$ cat src/rtl/lbdr_input_fifo_if.sv
// Flit handshake bundle between an upstream link, the input FIFO and LBDR.
// Optional err_seq member follows LBDR_FIFO_SEQ_CHECK_EN.
interface lbdr_input_fifo_if #(
  parameter int unsigned DATA_WIDTH = 32
);
  logic                  valid_in;
  logic [DATA_WIDTH-1:0] flit_in;
  logic                  read_en;
  logic [DATA_WIDTH-1:0] flit_out;
  logic [2:0]            flit_id;
  logic [3:0]            dst_addr;
  logic                  empty;
  logic                  full;
  logic                  credit_out;
  logic                  overflow;
`ifdef LBDR_FIFO_SEQ_CHECK_EN
  logic                  err_seq;
`endif

  modport master (
`ifdef LBDR_FIFO_SEQ_CHECK_EN
    input  err_seq,
`endif
    output valid_in, flit_in, read_en,
    input  flit_out, flit_id, dst_addr, empty, full, credit_out, overflow
  );

  modport slave (
`ifdef LBDR_FIFO_SEQ_CHECK_EN
    output err_seq,
`endif
    input  valid_in, flit_in, read_en,
    output flit_out, flit_id, dst_addr, empty, full, credit_out, overflow
  );
endinterface

$ cat src/rtl/lbdr_input_fifo.sv
// Router input buffer feeding LBDR: FWFT flit FIFO with credit return and sticky overflow.
// Define LBDR_FIFO_SEQ_CHECK_EN to add the HEADER/BODY/TAIL sequence checker (err_seq).
module lbdr_input_fifo #(
  parameter int unsigned DATA_WIDTH = 32,
  parameter int unsigned DEPTH      = 4,
  parameter int unsigned PTR_W      = $clog2(DEPTH)
) (
  input logic              clk,
  input logic              rst,
  lbdr_input_fifo_if.slave bus
);

  localparam logic [PTR_W:0] PtrOne = (PTR_W + 1)'(1);

  logic [DATA_WIDTH-1:0] mem_q [DEPTH];
  logic [PTR_W:0]        wr_ptr_q, wr_ptr_d;
  logic [PTR_W:0]        rd_ptr_q, rd_ptr_d;
  logic                  credit_q, credit_d;
  logic                  overflow_q, overflow_d;
  logic                  empty, full, wr_en, rd_en;
  logic [DATA_WIDTH-1:0] head;

  // Pointers carry a wrap bit so full and empty are distinguishable.
  always_comb begin
    empty      = (wr_ptr_q == rd_ptr_q);
    full       = (wr_ptr_q[PTR_W] != rd_ptr_q[PTR_W]) &&
                 (wr_ptr_q[PTR_W-1:0] == rd_ptr_q[PTR_W-1:0]);
    wr_en      = bus.valid_in && !full;
    rd_en      = bus.read_en && !empty;
    wr_ptr_d   = wr_en ? wr_ptr_q + PtrOne : wr_ptr_q;
    rd_ptr_d   = rd_en ? rd_ptr_q + PtrOne : rd_ptr_q;
    overflow_d = overflow_q || (bus.valid_in && full);
    credit_d   = rd_en;
  end

  always_ff @(posedge clk) begin
    if (!rst) begin
      wr_ptr_q   <= '0;
      rd_ptr_q   <= '0;
      credit_q   <= 1'b0;
      overflow_q <= 1'b0;
    end else begin
      wr_ptr_q   <= wr_ptr_d;
      rd_ptr_q   <= rd_ptr_d;
      credit_q   <= credit_d;
      overflow_q <= overflow_d;
    end
  end

  always_ff @(posedge clk) begin
    if (wr_en) begin
      mem_q[wr_ptr_q[PTR_W-1:0]] <= bus.flit_in;
    end
  end

  assign head           = empty ? '0 : mem_q[rd_ptr_q[PTR_W-1:0]];
  assign bus.flit_out   = head;
  assign bus.flit_id    = head[DATA_WIDTH-1 -: 3];
  assign bus.dst_addr   = head[3:0];
  assign bus.empty      = empty;
  assign bus.full       = full;
  assign bus.credit_out = credit_q;
  assign bus.overflow   = overflow_q;

`ifdef LBDR_FIFO_SEQ_CHECK_EN
  localparam logic [2:0] FlitHeader = 3'b001;
  localparam logic [2:0] FlitBody   = 3'b010;
  localparam logic [2:0] FlitTail   = 3'b100;

  typedef enum logic {StIdle, StInPkt} seq_state_e;

  seq_state_e state_q, state_d;
  logic       err_seq_q, err_seq_d;

  // Offending flits still move the FSM to the state their type implies.
  always_comb begin
    state_d   = state_q;
    err_seq_d = err_seq_q;
    if (wr_en) begin
      case (bus.flit_in[DATA_WIDTH-1 -: 3])
        FlitHeader: begin
          if (state_q == StInPkt) err_seq_d = 1'b1;
          state_d = StInPkt;
        end
        FlitBody: begin
          if (state_q == StIdle) err_seq_d = 1'b1;
        end
        FlitTail: begin
          if (state_q == StIdle) err_seq_d = 1'b1;
          state_d = StIdle;
        end
        default: err_seq_d = 1'b1;
      endcase
    end
  end

  always_ff @(posedge clk) begin
    if (!rst) begin
      state_q   <= StIdle;
      err_seq_q <= 1'b0;
    end else begin
      state_q   <= state_d;
      err_seq_q <= err_seq_d;
    end
  end

  assign bus.err_seq = err_seq_q;
`endif

endmodule

$ cat src/flat_wrapper.sv
// flat-port wrapper written by rule: the top's interface ports become plain ports
module lbdr_input_fifo_flat 
#(
  parameter int unsigned DATA_WIDTH = 32,
  parameter int unsigned DEPTH      = 4,
  parameter int unsigned PTR_W      = $clog2(DEPTH)
)
  (clk, rst, bus_valid_in, bus_flit_in, bus_read_en, bus_flit_out, bus_flit_id, bus_dst_addr, bus_empty, bus_full, bus_credit_out, bus_overflow);
  lbdr_input_fifo_if #(.DATA_WIDTH(DATA_WIDTH)) bus_i ();
  input logic clk;
  input logic rst;
  input wire logic [$bits(bus_i.valid_in)-1:0] bus_valid_in;
  input wire logic [$bits(bus_i.flit_in)-1:0] bus_flit_in;
  input wire logic [$bits(bus_i.read_en)-1:0] bus_read_en;
  output wire logic [$bits(bus_i.flit_out)-1:0] bus_flit_out;
  output wire logic [$bits(bus_i.flit_id)-1:0] bus_flit_id;
  output wire logic [$bits(bus_i.dst_addr)-1:0] bus_dst_addr;
  output wire logic [$bits(bus_i.empty)-1:0] bus_empty;
  output wire logic [$bits(bus_i.full)-1:0] bus_full;
  output wire logic [$bits(bus_i.credit_out)-1:0] bus_credit_out;
  output wire logic [$bits(bus_i.overflow)-1:0] bus_overflow;
  assign bus_i.valid_in = bus_valid_in;
  assign bus_i.flit_in = bus_flit_in;
  assign bus_i.read_en = bus_read_en;
  assign bus_flit_out = bus_i.flit_out;
  assign bus_flit_id = bus_i.flit_id;
  assign bus_dst_addr = bus_i.dst_addr;
  assign bus_empty = bus_i.empty;
  assign bus_full = bus_i.full;
  assign bus_credit_out = bus_i.credit_out;
  assign bus_overflow = bus_i.overflow;
  lbdr_input_fifo #(.DATA_WIDTH(DATA_WIDTH), .DEPTH(DEPTH), .PTR_W(PTR_W)) u_core (.clk(clk), .rst(rst), .bus(bus_i));
endmodule
$ cat config.mk
export PLATFORM = sky130hd
export DESIGN_NAME = lbdr_input_fifo_flat
export DESIGN_NICKNAME = d
export VERILOG_FILES = /design/src/rtl/lbdr_input_fifo_if.sv /design/src/rtl/lbdr_input_fifo.sv /design/src/flat_wrapper.sv
export SDC_FILE = /design/constraint.sdc
export NUM_CORES = 1
export LEC_CHECK = 0
export ABC_AREA = 1
export BUFFER_PORTS_ARGS = -buffer_cell sky130_fd_sc_hd__clkbuf_2
export CORE_AREA = 2 2 123 125
export CTS_CLUSTER_DIAMETER = 120
export DETAILED_ROUTE_END_ITERATION = 10
export DIE_AREA = 0 0 125 127
export GPL_TIMING_DRIVEN = 0
export SETUP_SLACK_MARGIN = 0.02
export SYNTH_ARGS = -nofsm -noshare
export SYNTH_HDL_FRONTEND = slang
export SYNTH_SLANG_ARGS = --single-unit
export TNS_END_PERCENT = 100
$ cat constraint.sdc
create_clock -name clk -period 2.9 [get_ports clk]
set_clock_uncertainty 0.1 [all_clocks]
set_input_delay 0.435 -clock clk [delete_from_list [all_inputs] [get_ports clk]]
set_output_delay 0.435 -clock clk [all_outputs]
set_load 0.01 [all_outputs]
==> impl_metrics.py <==
metrics = {
    "power_and_ir_drop": {
        "p_per_area_nw_per_um2": 785,
        "power.leakage_nw": 2.90,
        "vdd_drop_max_mv": 0.507,
        "total_power_w": 0.00551,
    },
    "grt": {
        "overflow": 0,
        "grt_pass1_vias": 3849,
        "grt_pass1_wl_microns": 19400,
        "grt_max_degree": 33,
        "antenna_found_initial": 0,
        "grt_usage_pct": 16.1,
    },
    "detailed_routing": {
        "drt_pass1_iterations": 5,
        "drtAntennaViolNets": 0,
        "drc_errors": 0,
        "viasPerCell": 4.72,
        "wl_per_cell_microns": 15.3,
        "via_count": 3764,
        "drt_iter0_markers": 261,
        "wirelength_microns": 12200,
    },
    "place": {
        "port_buffers": 78,
        "hpwl_microns": 7640,
        "place_congestion": 0.772,
    },
    "synthesis": {
        "synth_top_family_by_area": "simple AND/OR/NAND/NOR gates",
        "synth_xor_area_share_pct": 0,
        "netlist_area_sq_um": 5680,
        "synth-seq-cells": 138,
        "syn_nets": 541,
        "synth_adder_area_share_pct": 1.10,
        "synth.area.mux_share_pct": 0,
        "synth_compound_area_share_pct": 9.08,
        "synth.avg_cell_area_sq_um": 11.4,
        "synthCells": 500,
        "yosysSeqAreaShare_pct": 71.2,
        "synth_warnings": 0,
        "synthSimpleGateAreaFrac_pct": 11.9,
        "synth_cell_types": 17,
    },
    "clocking": {
        "cts_num_sinks": 138,
        "clock_path_buffers": 2,
        "ctsResizeCount": 0,
        "cts_buffers": 17,
        "cts_tree": "built",
        "h-tree-depth": 4,
        "cts_setup_buffers": 0,
        "clkTransAtPathRegs_ns": 0.06,
        "root_buffer": "clkbuf_16",
        "cts_hold_buffers": 0,
        "clock_latency_ns": 0.42,
    },
    "setup_path": {
        "end_kind": "primary output",
        "critical_path_arrival_ns": 1.95,
        "crit_fanout": 10,
        "r2r_slack_ns": 0.66,
        "cp_slowest_stage_delay_ns": 0.44,
        "slowest_stage": "clkbuf_1",
        "start_kind": "flop",
        "r2r-end": "u_core.mem_q[2][9]$_DFFE_PP_",
        "timing.rr.start": "u_core.wr_ptr_q[0]$_SDFFE_PN0P_",
        "critPathKind": "reg2out",
        "worstPathRequired_ns": 2.37,
        "r2r_cells": 7,
        "cp_cell_sequence": "inv_2 -> clkbuf_1 -> o21ai_0 -> o21ai_1 -> nand2_1 -> inv_1 -> buf_4 -> clkbuf_2",
    },
    "final_layout": {
        "diodes": 0,
        "drive_gt1_share_pct": 23.7,
        "final_cell_mix": "edfxtp_1, nor2_1, clkbuf_2, nand2_1, o21ai_1",
        "layout_commonest_cell": "edfxtp_1",
        "nets": 641,
        "layout-area-overhead-vs-synth_pct": 23.5,
        "finalCoreUtilization_pct": 48.6,
        "fill_cells": 1307,
    },
    "sta": {
        "worst_pin_slew_ns": 0.842,
        "period_share_pct": 85.8,
        "fmax_mhz": 402,
        "fin_crit_ns": 2.49,
        "max_slew_margin_pct": 43.8,
        "grt_setup_unrepaired": "no",
        "setup_violations": 0,
        "hold_viol": 0,
        "drv_slew": 0,
    },
    "worst_hold_path": {
        "worstHoldStart": "bus_flit_in[1]",
        "holdPathStages": 1,
        "hold_end": "u_core.mem_q[3][1]$_DFFE_PP_",
        "hp-class": "in2reg",
    },
    "run_status": {
        "status": "finished, final reports clean",
    },
    "floorplanning": {
        "die_x_microns": 125,
        "io-pin-count": 79,
        "initial_core_util_pct": 39.4,
        "die_h_microns": 127,
        "core_sq_um": 14400,
        "rows": 44,
        "dieArea_sq_um": 15900,
    },
    "job": {
        "cap_violations": 0,
    },
}
[worst max-delay path by stage]
stage	endpoint	depth (start not counted)	slack (ns)	start
3_5_place_dp	u_core.mem_q[2][9]$_DFFE_PP_	7	0.63	u_core.wr_ptr_q[0]$_SDFFE_PN0P_
4_1_cts	bus_flit_out[2]	8	0.38	flop
3_3_place_gp	u_core.mem_q[1][9]$_DFFE_PP_	6	-1.00	u_core.wr_ptr_q[0]$_SDFFE_PN0P_
5_1_grt	bus_flit_out[3]	8	0.22	flop
6_report	bus_flit_out[2]	8	0.41	flop
2_1_floorplan	u_core.mem_q[1][0]$_DFFE_PP_	6	0.20	u_core.wr_ptr_q[0]$_SDFFE_PN0P_
[metal layers]
metal / up-vias / track usage (%) / routed length, microns
met5: - / 0 / 0
met4: 0 / 6.60 / 173
met3: 13 / 4.48 / 654
met2: 102 / 27.4 / 6110
met1: 1765 / 19.4 / 5290
li1: 1884 / - / -
[state kept, by name, indices dropped and copies added (netlist names), named ones only]
name,flops
u_core.mem_q,128
u_core.wr_ptr_q,3
u_core.rd_ptr_q,3
u_core.bus.credit_out,1
u_core.bus.overflow,1
[stage by stage]
step | setup TNS (ns) | setup WS [ns] | cell area (sq um) | cells | hold slack [ns]
detailed placement | 0 | 0.632 | 6400 | 765 | 0.377
finish | 0 | 0.413 | 7010 | 797 | 0.137
floorplan | 0 | 0.204 | 5680 | 500 | 0.370
global placement | -94.55 | -1.00 | 6300 | 762 | 0.333
CTS | 0 | 0.383 | 7010 | 797 | 0.121
global route | 0 | 0.219 | 7010 | 797 | 0.128
[cell type report]
type                            count  area, sq um  share of cell area, %
Sequential cell                   138         4040                   57.7
Multi-Input combinational cell    281         1270                   18.2
Buffer                             31          194                   2.77
Clock buffer                       17          425                   6.07
Timing Repair Buffer               81          473                   6.75
Clock inverter                     15          181                   2.59
Inverter                           50          188                   2.68
Tap cell                          184          230                   3.28
[cell usage after synthesis]
| library cell | n | area, sq um |
|---|---|---|
| dfxtp_1 | 10 | 200 |
| nand3_1 | 6 | 30.0 |
| buf_2 | 14 | 70.1 |
| o21ai_1 | 53 | 265 |
| inv_2 | 1 | 3.75 |
| inv_1 | 49 | 184 |
| nand3_2 | 2 | 20.0 |
| o21ai_0 | 43 | 215 |
| a21oi_1 | 7 | 35.0 |
| buf_6 | 4 | 45.0 |
| edfxtp_1 | 128 | 3840 |
| nor2_1 | 108 | 405 |
| nand2_1 | 55 | 206 |
| nand2_2 | 2 | 12.5 |
| ha_1 | 5 | 62.6 |
| buf_4 | 8 | 60.1 |
| clkbuf_1 | 5 | 18.8 |
[cell families after synthesis]
kind of cell,count (synthesis)
flip-flops,138
adder cells (fa/ha/maj),5
AO/OA/AOI/OAI,103
AND/OR/NAND/NOR,173
buffers and inverters,81
[where the power goes]
group / switching (W) / internal [W]
logic: 0.000630 / 0.000375
clock network: 0.000773 / 0.00142
registers: 0.0000286 / 0.00228
[worst max-delay path: cells and delay by family (launching register included)]
kind            cells  cell delay (ns)
simple gates        1             0.08
compound gates      2             0.28
flops               1             0.32
buf+inv             5             0.84
(Power assumes the default switching activity.)
